**config.mk**
```make
export PLATFORM = sky130hd
export DESIGN_NAME = serial_adder_ctrl
export DESIGN_NICKNAME = d
export VERILOG_FILES = /design/src/rtl/serial_adder_ctrl_pkg.sv /design/src/rtl/serial_adder_ctrl_fa_bit.sv /design/src/rtl/serial_adder_ctrl.sv
export SDC_FILE = /design/constraint.sdc
export NUM_CORES = 1
export LEC_CHECK = 0
export CORE_ASPECT_RATIO = 1.1
export CORE_MARGIN = 5
export CORE_UTILIZATION = 30
export DETAILED_ROUTE_END_ITERATION = 7
export PLACE_DENSITY_LB_ADDON = 0.05
export SETUP_SLACK_MARGIN = 0.5
export SYNTH_ARGS = -nofsm -noshare
export SYNTH_HDL_FRONTEND = slang
export SYNTH_SLANG_ARGS = --single-unit
export TNS_END_PERCENT = 1
```
**constraint.sdc**
```tcl
create_clock -name clk -period 3 [get_ports clk]
set_clock_uncertainty 0.1 [all_clocks]
set_input_delay 0.9 -clock clk [delete_from_list [all_inputs] [get_ports clk]]
set_output_delay 0.9 -clock clk [all_outputs]
set_load 0.02 [all_outputs]
```
**src/rtl/serial_adder_ctrl_pkg.sv**
```systemverilog
// Shared definitions for the bit-serial arithmetic blocks.
//   state_e : FSM state encoding shared with the sibling serial blocks
//             (ST_DONE is decoded by some of them).
//   cnt_width() : width of a bit counter that must reach w.
package serial_adder_ctrl_pkg;

    typedef enum logic [1:0] {
        ST_IDLE  = 2'd0,
        ST_SHIFT = 2'd1,
        ST_DONE  = 2'd2
    } state_e;

    function automatic int unsigned cnt_width(input int unsigned w);
        return $clog2(w + 1);
    endfunction

endpackage

```
**src/rtl/serial_adder_ctrl_fa_bit.sv**
```systemverilog
// One-bit full-adder cell, behavioural model.
// Pin-compatible with the switch-level full-adder cell so either can be
// dropped in under serial_adder_ctrl.
//   a, b, c : input bits (c is carry in)
//   s       : sum bit
//   co      : carry out
module fa_bit (
    input  logic a,
    input  logic b,
    input  logic c,
    output logic s,
    output logic co
);

    assign s  = a ^ b ^ c;
    assign co = (a & b) | (a & c) | (b & c);

endmodule

```
**src/rtl/serial_adder_ctrl.sv**
```systemverilog
// Bit-serial WIDTH-bit unsigned adder controller.
// Feeds one LSB-first operand bit pair plus the registered carry into a
// single full-adder cell each cycle and shifts the cell sum into a result
// register. Start/done handshake toward the host; result held until the
// next accepted start.
//   clk   : clock, all state on rising edge
//   rst   : synchronous active-high reset, overrides everything
//   start : request, sampled only in IDLE or DONE
//   a_in  : operand A, sampled on the accepting edge
//   b_in  : operand B, sampled on the accepting edge
//   busy  : high while in SHIFT
//   done  : high for the single DONE cycle
//   sum   : A+B mod 2^WIDTH, valid from DONE until next accepted start
//   cout  : carry out of bit WIDTH-1, valid with sum
//
// state    | meaning
// ---------+-------------------------------------------------------
// ST_IDLE  | waiting for start, last result held
// ST_SHIFT | one bit per edge through the cell, WIDTH edges total
// ST_DONE  | one-cycle completion strobe, start re-accepted here
module serial_adder_ctrl
    import serial_adder_ctrl_pkg::*;
#(
    parameter int unsigned WIDTH = 8
) (
    input  logic             clk,
    input  logic             rst,
    input  logic             start,
    input  logic [WIDTH-1:0] a_in,
    input  logic [WIDTH-1:0] b_in,
    output logic             busy,
    output logic             done,
    output logic [WIDTH-1:0] sum,
    output logic             cout
);

    localparam int unsigned    CW       = cnt_width(WIDTH);
    localparam logic [CW-1:0]  CNT_LAST = CW'(WIDTH - 1);

    state_e           state_q;
    logic [WIDTH-1:0] sha_q, shb_q, res_q;
    logic [WIDTH-1:0] sha_d, shb_d, res_d;
    logic             carry_q;
    logic [CW-1:0]    cnt_q;
    logic             cell_s, cell_co;
    logic [WIDTH:0]   res_ext;

    fa_bit u_fa (
        .a  (sha_q[0]),
        .b  (shb_q[0]),
        .c  (carry_q),
        .s  (cell_s),
        .co (cell_co)
    );

    // Concatenate-then-slice keeps the result shift legal for WIDTH=1.
    assign res_ext = {cell_s, res_q};
    assign res_d   = res_ext[WIDTH:1];
    assign sha_d   = sha_q >> 1;
    assign shb_d   = shb_q >> 1;

    always_ff @(posedge clk) begin
        if (rst) begin
            state_q <= ST_IDLE;
            sha_q   <= '0;
            shb_q   <= '0;
            res_q   <= '0;
            carry_q <= 1'b0;
            cnt_q   <= '0;
        end else begin
            case (state_q)
                ST_IDLE, ST_DONE: begin
                    if (start) begin
                        state_q <= ST_SHIFT;
                        sha_q   <= a_in;
                        shb_q   <= b_in;
                        carry_q <= 1'b0;
                        cnt_q   <= '0;
                    end else begin
                        state_q <= ST_IDLE;
                    end
                end
                ST_SHIFT: begin
                    carry_q <= cell_co;
                    res_q   <= res_d;
                    sha_q   <= sha_d;
                    shb_q   <= shb_d;
                    cnt_q   <= cnt_q + CW'(1);
                    if (cnt_q == CNT_LAST) begin
                        state_q <= ST_DONE;
                    end
                end
                default: begin
                    state_q <= ST_IDLE;
                end
            endcase
        end
    end

    assign busy = (state_q == ST_SHIFT);
    assign done = (state_q == ST_DONE);
    assign sum  = res_q;
    assign cout = carry_q;

endmodule

```
==> impl_metrics.py, run 1 <==
metrics = {
    "placed_design": {
        "port-buffer-count": 29,
        "place_congestion": 0.6822,
        "hpwlAfterDp_mm": 1.915,
        "post-place-cells": 222,
    },
    "clock_tree": {
        "cts_setup_buffers": 0,
        "cts.root.buffer_cell": "sky130_fd_sc_hd__clkbuf_8",
        "cts.reportedPaths.clkPinSlew_ns": 0.07,
        "ctsResizeCount": 0,
        "clk_latency_ns": 0.28,
        "cts.sinks": 31,
        "htree_levels": 2,
        "tritoncts.num_buffers": 5,
        "cts_tree": "done",
        "clockBufferDepth": 2,
        "postCtsHoldBufs": 0,
    },
    "logic_synthesis": {
        "syn_area_sq_um": 1294,
        "netlist.top_cell.by_area": "sky130_fd_sc_hd__dfxtp_1",
        "synth_simple_gate_area_share_pct": 19.15,
        "postSynthRegisterBits": 31,
        "yosys.cell_count.top_type": "sky130_fd_sc_hd__dfxtp_1",
        "yosys.area_share.adder_pct": 2.515,
        "yosysSeqAreaShare_pct": 47.97,
        "synth.distinct_cells": 24,
        "synth_compound_area_share_pct": 20.50,
        "synth.area.top_cells": "sky130_fd_sc_hd__dfxtp_1, sky130_fd_sc_hd__a21oi_1, sky130_fd_sc_hd__a22oi_1, sky130_fd_sc_hd__nand3_1, sky130_fd_sc_hd__nand2_1",
        "synth.avg_cell_area_sq_um": 8.861,
        "post_synth_mux_area_share_pct": 2.031,
        "post_synth_most_frequent_cells": "sky130_fd_sc_hd__dfxtp_1, sky130_fd_sc_hd__a21oi_1, sky130_fd_sc_hd__nand3_1",
        "main_combinational_cell_family_by_area_after_synthesis": "compound AO/OA/AOI/OAI gates",
        "synth-warning-count": 0,
        "ys_async_sr_fraction_pct": 0,
        "yosysTopAreaCellShare_pct": 47.97,
        "synth-edff-count": 0,
        "synth_fp_nets": 167,
        "post_synth_inst_count": 146,
        "synth_flop_cell": "sky130_fd_sc_hd__dfxtp_1",
        "synth_xor_area_share_pct": 0,
    },
    "cells_and_area": {
        "stdcell_count": 230,
        "number_of_antenna_diodes": 0,
        "drive_above_1_share_pct": 10.23,
        "final_core_utilization_pct": 40.15,
        "flow.area_growth_from_synthesis_pct": 31.04,
        "layout.nets": 196,
    },
    "power": {
        "ir_drop_uv": 267.3,
        "power.density_nw_per_um2": 513.2,
        "power.static_leakage_nw": 0.5833,
        "total_power_mw": 0.8700,
    },
    "sta": {
        "slew_viol_final": 0,
        "final.min_clock_period_ns": 2.402,
        "worstMarginPinSlew_ns": 0.4676,
        "slew-limit-headroom_pct": 68.73,
        "grt_setup_unrepaired": "no",
        "max_freq_mhz": 416.3,
        "fin_setup_tns_ns": 0,
        "setup_violations": 0,
        "fin_worst_hold_slack_ns": 0.3641,
        "post-route-period-util_pct": 80.07,
        "finalHoldViolations": 0,
    },
    "critical_path": {
        "cp_data_arrival_time_ns": 1.40,
        "rrSetupSlack_ns": 1.48,
        "worstSetupEndpointType": "output pin",
        "path_class": "register to output pin",
        "setup.worst_path.start_class": "register",
        "startpoint_of_the_lowest_slack_register_to_register_path": "state_q[0]",
        "reg2reg_depth": 5,
        "reg2reg_to": "cnt_q[3]",
        "required_ns": 2.00,
        "worstPathMaxFanout": 4,
    },
    "floorplanning": {
        "die-area_sq_um": 5728,
        "num_io_pins": 30,
        "core.rowCount": 25,
        "die_w_um": 72.62,
        "design.core.area_sq_um": 4223,
        "initial_utilization_pct": 30.64,
        "fp.dieH_um": 78.88,
    },
    "drt": {
        "drc": 0,
        "detailedRoute.firstIterationViolations": 112,
        "ant_nets": 0,
        "route.vias.total": 1138,
        "total_wire_length_after_detailed_routing_mm": 2.966,
        "drtPass1Iterations": 4,
        "wl_per_cell_um": 12.90,
        "detail_route.vias_per_cell": 4.948,
    },
    "global_routing": {
        "aggregate_global_route_resource_usage_pct": 11.11,
        "grt_use_met1_pct": 12.90,
        "grt_max_degree": 31,
        "grt_use_met2_pct": 17.60,
        "globalRouteOverflowTotal": 0,
        "initial_antenna_violation_count": 0,
        "gr-usage-met3_pct": 4.684,
        "busiest_grt_layer": "met2",
        "first_pass_grt_wire_length_mm": 4.940,
        "first_global_vias": 1064,
    },
    "min_path": {
        "hold_end": "sum[4]",
        "worst_hold_path_type": "register to register",
        "whs_path_depth": 2,
        "hold_start": "sum[5]",
    },
    "job": {
        "drv.max_cap_violation_count": 0,
    },
    "status": {
        "run_status": "complete, no violations",
    },
}
[flip-flops by register name, indices dropped and copies added (netlist names)]
signal,flops
state_q,2
shb_q,8
sha_q,8
cnt_q,4
sum,8
cout,1
[worst max-delay path by stage]
stage,start,end,slack [ns]
2_1_floorplan,state_q[1],busy,1.13
3_3_place_gp,start,cnt_q[3],0.67
3_5_place_dp,start,cnt_q[3],0.66
4_1_cts,state_q[0],busy,0.57
5_1_grt,state_q[0],busy,0.51
6_report,state_q[0],busy,0.60
[per-layer routing]
layer	share of wire, %	wire length (um)
met1	45	1322
met2	48	1414
met3	5.9	176
met4	1.8	52
met5	0	0
[layout by cell type (no fill, tap or decap), types with 2 or more instances in the layout]
cell type,instances
sky130_fd_sc_hd__nand3_1,19
sky130_fd_sc_hd__nand2_1,18
sky130_fd_sc_hd__clkinv_2,4
sky130_fd_sc_hd__a22oi_1,14
sky130_fd_sc_hd__inv_1,3
sky130_fd_sc_hd__dfxtp_1,31
sky130_fd_sc_hd__buf_4,6
sky130_fd_sc_hd__nor2b_1,2
sky130_fd_sc_hd__a21oi_1,28
sky130_fd_sc_hd__nand2b_1,4
sky130_fd_sc_hd__clkdlybuf4s50_1,29
sky130_fd_sc_hd__nor2_1,3
sky130_fd_sc_hd__clkbuf_8,5
[critical path, stage by stage (launching register included)]
cell and delay (ns):
sky130_fd_sc_hd__dfxtp_1 0.37, sky130_fd_sc_hd__nand2b_1 0.11, sky130_fd_sc_hd__clkinv_2 0.06, sky130_fd_sc_hd__clkdlybuf4s50_1 0.59
[kinds of logic (layout without fill, tap and decap cells)]
kind of cell,count (synthesis),count (layout)
AOI/OAI and AO/OA,44,44
adders and majority gates,2,2
buffers and inverters,17,47
DFF,31,31
muxes,2,2
and+or+nand+nor,50,50
[stage by stage]
| stage | setup slack, ns | cell area, sq um |
|---|---|---|
| after CTS | 0.5656 | 1695 |
| after global routing | 0.5148 | 1695 |
| after detailed placement | 0.6646 | 1612 |
| after floorplan | 1.133 | 1294 |
| final | 0.5978 | 1695 |
| after global placement | 0.6744 | 1612 |
[layout make-up]
| class | count | area, sq um |
|---|---|---|
| clock buffers | 5 | 68.82 |
| well taps | 54 | 67.56 |
| fillers | 451 | 2527 |
| inverters | 4 | 16.27 |
| clock inverters | 3 | 15.01 |
| repair buffers | 35 | 335.3 |
| multi-input cells | 98 | 571.8 |
| flip-flops and latches | 31 | 620.6 |
[power by group]
group | internal [mW] | switching (mW) | leakage (nW)
Combinational | 0.0546 | 0.0638 | 0.283
Sequential | 0.431 | 0.0108 | 0.253
Clock | 0.158 | 0.151 | 0.0477
(Power assumes the default switching activity.)
==> run 2, diff against run 1 <==
- clock period: 3 -> 2.4 ns (I/O delays scaled with it)
==> run 2 against run 1 <==
Against the previous run:
- first-iteration DRC count shrank 35%
- clock-buffer cell count grew 3
- total power grew 32%
- die area is the same
- sequential share of layout area shrank 0.48 points
- sequential cell count is the same
- core utilization grew 0.53 points
- clock power grew 44%
- via count grew 0.62%
- register-to-register slack lost 0.61 ns
- final area grew 1.3%
- routed wire length grew 2.1%
- critical path type unchanged
- largest cell class unchanged
- highest routed layer unchanged
==> impl_metrics.py, run 2 (synthesized netlist as in run 1, its figures left out) <==
metrics = {
    "status": {
        "run_status": "complete, no violations",
    },
    "global_routing": {
        "first_global_vias": 1121,
        "globalRouteOverflowTotal": 0,
        "initial_antenna_violation_count": 0,
        "aggregate_global_route_resource_usage_pct": 11.67,
        "first_pass_grt_wire_length_mm": 5.230,
        "grt_max_degree": 31,
    },
    "placed_design": {
        "port-buffer-count": 29,
        "hpwlAfterDp_mm": 1.946,
        "place_congestion": 0.6707,
    },
    "cells_and_area": {
        "final_common_cell": "sky130_fd_sc_hd__dfxtp_1",
        "flow.area_growth_from_synthesis_pct": 32.79,
        "drive_above_1_share_pct": 10.17,
        "number_of_antenna_diodes": 0,
        "layout.nets": 197,
        "final_core_utilization_pct": 40.68,
        "multi_input_area_sq_um": 571.8,
        "sequential_cell_area_sq_um": 620.6,
        "fill_cells": 456,
        "most-common-layout-cells": "sky130_fd_sc_hd__dfxtp_1, sky130_fd_sc_hd__a21oi_1, sky130_fd_sc_hd__clkdlybuf4s50_1, sky130_fd_sc_hd__nand3_1, sky130_fd_sc_hd__nand2_1",
    },
    "drt": {
        "detailedRoute.firstIterationViolations": 73,
        "drtPass1Iterations": 4,
        "route.vias.total": 1145,
        "detail_route.vias_per_cell": 4.957,
        "total_wire_length_after_detailed_routing_mm": 3.028,
        "ant_nets": 0,
        "drc": 0,
        "wl_per_cell_um": 13.11,
    },
    "clock_tree": {
        "htree_levels": 2,
        "cts_tree": "done",
        "cts.reportedPaths.clkPinSlew_ns": 0.06,
        "clockBufferDepth": 2,
        "clk_latency_ns": 0.28,
        "tritoncts.num_buffers": 5,
        "cts.sinks": 31,
        "cts.root.buffer_cell": "sky130_fd_sc_hd__clkbuf_8",
    },
    "power": {
        "power.static_leakage_nw": 0.6223,
        "ir_drop_uv": 375.6,
        "power.share.combinational_pct": 12.8,
        "switching_share_pct": 24.23,
        "p_int_mw": 0.8675,
        "power.density_nw_per_um2": 666.5,
        "power_frac_clock_pct": 38.8,
        "seqPwrFrac_pct": 48.3,
        "switchingPower_mw": 0.2774,
    },
    "sta": {
        "grt_setup_unrepaired": "yes",
        "fin_setup_tns_ns": 0,
        "fin_worst_hold_slack_ns": 0.3565,
        "finalHoldViolations": 0,
        "final.min_clock_period_ns": 2.058,
        "max_freq_mhz": 485.9,
        "setup_violations": 0,
        "slew_viol_final": 0,
        "worstMarginPinSlew_ns": 0.3271,
        "post-route-period-util_pct": 85.75,
        "slew-limit-headroom_pct": 78.19,
    },
    "floorplanning": {
        "design.core.area_sq_um": 4223,
        "die_w_um": 72.62,
        "die-area_sq_um": 5728,
        "fp.dieH_um": 78.88,
        "initial_utilization_pct": 30.64,
        "core.rowCount": 25,
        "num_io_pins": 30,
    },
    "critical_path": {
        "worstPathMaxFanout": 3,
        "reg2reg_depth": 5,
        "cp_cell_sequence": "clkdlybuf4s50_1",
        "reg2reg_to": "cnt_q[3]",
        "slowest_delay_ns": 0.61,
        "worstSetupEndpointType": "output pin",
        "timing.critical_path.slowest_stage_cell": "sky130_fd_sc_hd__clkdlybuf4s50_1",
        "critical-path-top-delay-family": "buffers and inverters",
        "rrSetupSlack_ns": 0.87,
        "path_class": "register to output pin",
        "cp_data_arrival_time_ns": 1.24,
        "setup.worst_path.start_class": "register",
        "cp.buffers_inverters": 1,
        "required_ns": 1.58,
        "startpoint_of_the_lowest_slack_register_to_register_path": "state_q[0]",
    },
    "job": {
        "drv.max_cap_violation_count": 0,
    },
    "min_path": {
        "worst_hold_path_type": "register to register",
        "hold_start": "sum[0]",
        "hold_end": "sum[0]",
        "whs_path_depth": 2,
    },
}
==> run 2: how the worst max path moves through the flow <==
stage / to / from / cells after the start / slack [ns]
floorplan: busy / state_q[1] / 5 / 0.71
global placement: shb_q[2] / start / 5 / 0.36
detailed placement: sha_q[4] / start / 5 / 0.30
CTS: sum[1] / sum[1] / 1 / 0.32
global route: sum[5] / sum[5] / 1 / 0.27
finish: sum[1] / sum[1] / 1 / 0.34
==> run 2: metal layers <==
metal	global-route usage (%)	vias to the layer above	wire length (um)
met4	4.982	0	57
met3	4.684	5	200
met2	17.87	36	1457
met1	14.34	532	1313
li1	-	572	-
met5	0	-	0
==> run 2: stage by stage <==
stage	cells	area (sq um)	setup slack [ns]	total power, mW
after floorplan	146	1294	0.7127	0.6577
after global placement	223	1619	0.3555	0.7117
after detailed placement	223	1619	0.2983	0.7146
after CTS	231	1715	0.3170	1.168
after global routing	231	1718	0.2730	1.205
final	231	1718	0.3421	1.145
==> run 2: timing repair <==
action                                  4_1_cts  5_1_grt
hold buffers                                  0        0
gates resized for setup                       3        1
endpoints found under the setup margin       11       26
buffers inserted                              0        0
pin swaps                                     0        0
==> run 2: worst min-delay path, cell delays in order (launching register included) <==
cell and delay (ns):
sky130_fd_sc_hd__dfxtp_1 0.31, sky130_fd_sc_hd__nand2_1 0.05, sky130_fd_sc_hd__a21oi_1 0.05
==> run 2: area by class of cell <==
cell class | count | area share (%)
Inverter | 4 | 0.9468
Sequential cell | 31 | 36.13
Tap cell | 54 | 3.933
Timing Repair Buffer | 36 | 19.88
Multi-Input combinational cell | 98 | 33.28
Clock buffer | 8 | 5.827
==> run 2: power by group through the flow <==
stage	logic [mW]	registers (mW)	clock network [mW]
final	0.147	0.553	0.445
after detailed placement	0.150	0.565	0
after global placement	0.147	0.564	0
after CTS	0.149	0.553	0.466
after global routing	0.164	0.556	0.485
after floorplan	0.0937	0.564	0
==> run 3, diff against run 2 <==
- CAP_MARGIN: unset -> 20
- GPL_TIMING_DRIVEN: unset -> 0
==> run 3 against run 2 <==
Against the previous run:
- register-to-register slack better by 0.13 ns
- maximum frequency down 0.42%
- hold slack worse by 0.00099 ns
- non-clock buffer count up 10
- die area unchanged
- cell count up 3.5%
- global-route usage up 0.77 points
- sequential power about the same
- critical path type unchanged
- critical endpoint is now cout
- largest power group unchanged
==> impl_metrics.py, run 3 (synthesized netlist as in run 1, its figures left out) <==
metrics = {
    "drt": {
        "wl_per_cell_um": 13.83,
        "drtPass1Iterations": 4,
        "drc": 0,
        "route.vias.total": 1179,
        "detailedRoute.firstIterationViolations": 64,
        "total_wire_length_after_detailed_routing_mm": 3.305,
        "ant_nets": 0,
        "detail_route.vias_per_cell": 4.933,
    },
    "global_routing": {
        "aggregate_global_route_resource_usage_pct": 12.44,
        "first_pass_grt_wire_length_mm": 5.444,
        "grt_max_degree": 11,
        "globalRouteOverflowTotal": 0,
        "grt_use_met2_pct": 20.40,
        "grt_use_met1_pct": 14.61,
        "first_global_vias": 1185,
        "gr-usage-met3_pct": 4.937,
        "initial_antenna_violation_count": 0,
        "busiest_grt_layer": "met2",
    },
    "floorplanning": {
        "fp.dieH_um": 78.88,
        "die_w_um": 72.62,
        "design.core.area_sq_um": 4223,
        "core.rowCount": 25,
        "die-area_sq_um": 5728,
        "initial_utilization_pct": 30.64,
        "num_io_pins": 30,
    },
    "critical_path": {
        "reg2reg_depth": 5,
        "worstSetupEndpointType": "output pin",
        "cp_cell_sequence": "clkdlybuf4s50_1",
        "cp.depth": 1,
        "path_class": "register to output pin",
        "required_ns": 1.58,
        "slowest_delay_ns": 0.62,
        "setup.worst_path.start_class": "register",
        "cp.buffers_inverters": 1,
        "cp_data_arrival_time_ns": 1.25,
        "rrSetupSlack_ns": 1.00,
        "critical-path-top-delay-family": "buffers and inverters",
        "timing.critical_path.slowest_stage_cell": "sky130_fd_sc_hd__clkdlybuf4s50_1",
        "worstPathMaxFanout": 3,
    },
    "clock_tree": {
        "postCtsHoldBufs": 0,
        "clk_latency_ns": 0.27,
        "tritoncts.num_buffers": 5,
        "cts.reportedPaths.clkPinSlew_ns": 0.06,
        "htree_levels": 2,
        "clockBufferDepth": 2,
        "cts.sinks": 31,
        "cts.root.buffer_cell": "sky130_fd_sc_hd__clkbuf_8",
        "cts_tree": "done",
    },
    "sta": {
        "setup_violations": 0,
        "finalHoldViolations": 0,
        "fin_setup_tns_ns": 0,
        "post-route-period-util_pct": 86.11,
        "final.min_clock_period_ns": 2.067,
        "fin_worst_hold_slack_ns": 0.3555,
        "grt_setup_unrepaired": "yes",
        "worstMarginPinSlew_ns": 0.5332,
        "post-route-worst-setup-slack_ns": 0.3335,
        "max_freq_mhz": 483.9,
        "slew_viol_final": 0,
        "slew-limit-headroom_pct": 64.45,
    },
    "cells_and_area": {
        "final_common_cell": "sky130_fd_sc_hd__dfxtp_1",
        "layout.nets": 207,
        "flow.area_growth_from_synthesis_pct": 36.65,
        "drive_above_1_share_pct": 14.59,
        "most-common-layout-cells": "sky130_fd_sc_hd__dfxtp_1, sky130_fd_sc_hd__a21oi_1, sky130_fd_sc_hd__clkdlybuf4s50_1, sky130_fd_sc_hd__nand3_1, sky130_fd_sc_hd__nand2_1",
        "final_core_utilization_pct": 41.87,
        "finished_layout_cell_area_sq_um": 1768,
        "number_of_antenna_diodes": 0,
    },
    "placed_design": {
        "hpwlAfterDp_mm": 2.314,
        "port-buffer-count": 29,
        "placement.cell_area_sq_um": 1652,
        "dp_slack_ns": 0.02801,
        "place_congestion": 0.7098,
    },
    "power": {
        "ir_drop_uv": 274.8,
        "power.static_leakage_nw": 0.6395,
        "power.density_nw_per_um2": 611.5,
    },
    "min_path": {
        "whs_path_depth": 2,
        "worst_hold_path_type": "register to register",
    },
    "job": {
        "drv.max_cap_violation_count": 0,
    },
    "status": {
        "run_status": "complete, no violations",
    },
}
run 3: changes by cell type in the layout (fill, tap and decap cells not counted), sizes merged:
cell / before / now
buf: 7 / 15
clkbuf: 8 / 9
clkdlybuf4s50: 25 / 26
clkinv: 1 / 0
dlygate4sd2: 3 / 1
inv: 3 / 4
run 3: final timing paths:
check / from / to
setup / recovery: cout / cout
hold reg to reg: sum[0] / sum[0]
setup reg to reg: state_q[1] / cnt_q[2]
hold / removal: sum[0] / sum[0]
run 3: layout make-up:
cell class / instances / area, sq um
Fill cell: 456 / 2455
Tap cell: 54 / 67.56
Buffer: 13 / 88.84
Timing Repair Buffer: 33 / 319.1
Inverter: 4 / 17.52
Multi-Input combinational cell: 98 / 579.3
Clock buffer: 6 / 72.57
Sequential cell: 31 / 623.1
run 3: power breakdown:
part	internal (mW)	leakage (nW)	switching, mW
sequential	0.540	0.254	0.0145
clock	0.192	0.0371	0.162
combinational	0.0839	0.349	0.0880
total	0.816	0.639	0.265
run 3: repair_timing:
item / in CTS / in global routing
endpoints found under the setup margin: 20 / 21
gates resized for setup: 6 / 6
buffers inserted: 2 / 2
run 3: per-layer routing:
layer	routed length, um	vias to the layer above
met5	0	-
met2	1697	31
met1	1392	550
met4	28	0
met3	187	4
li1	-	594
run 3: per-stage QoR:
stage          std cells  power (mW)
2_1_floorplan        146      0.6577
3_3_place_gp         229      0.7230
3_5_place_dp         229      0.7268
4_1_cts              237       1.090
5_1_grt              239       1.141
6_report             239       1.081
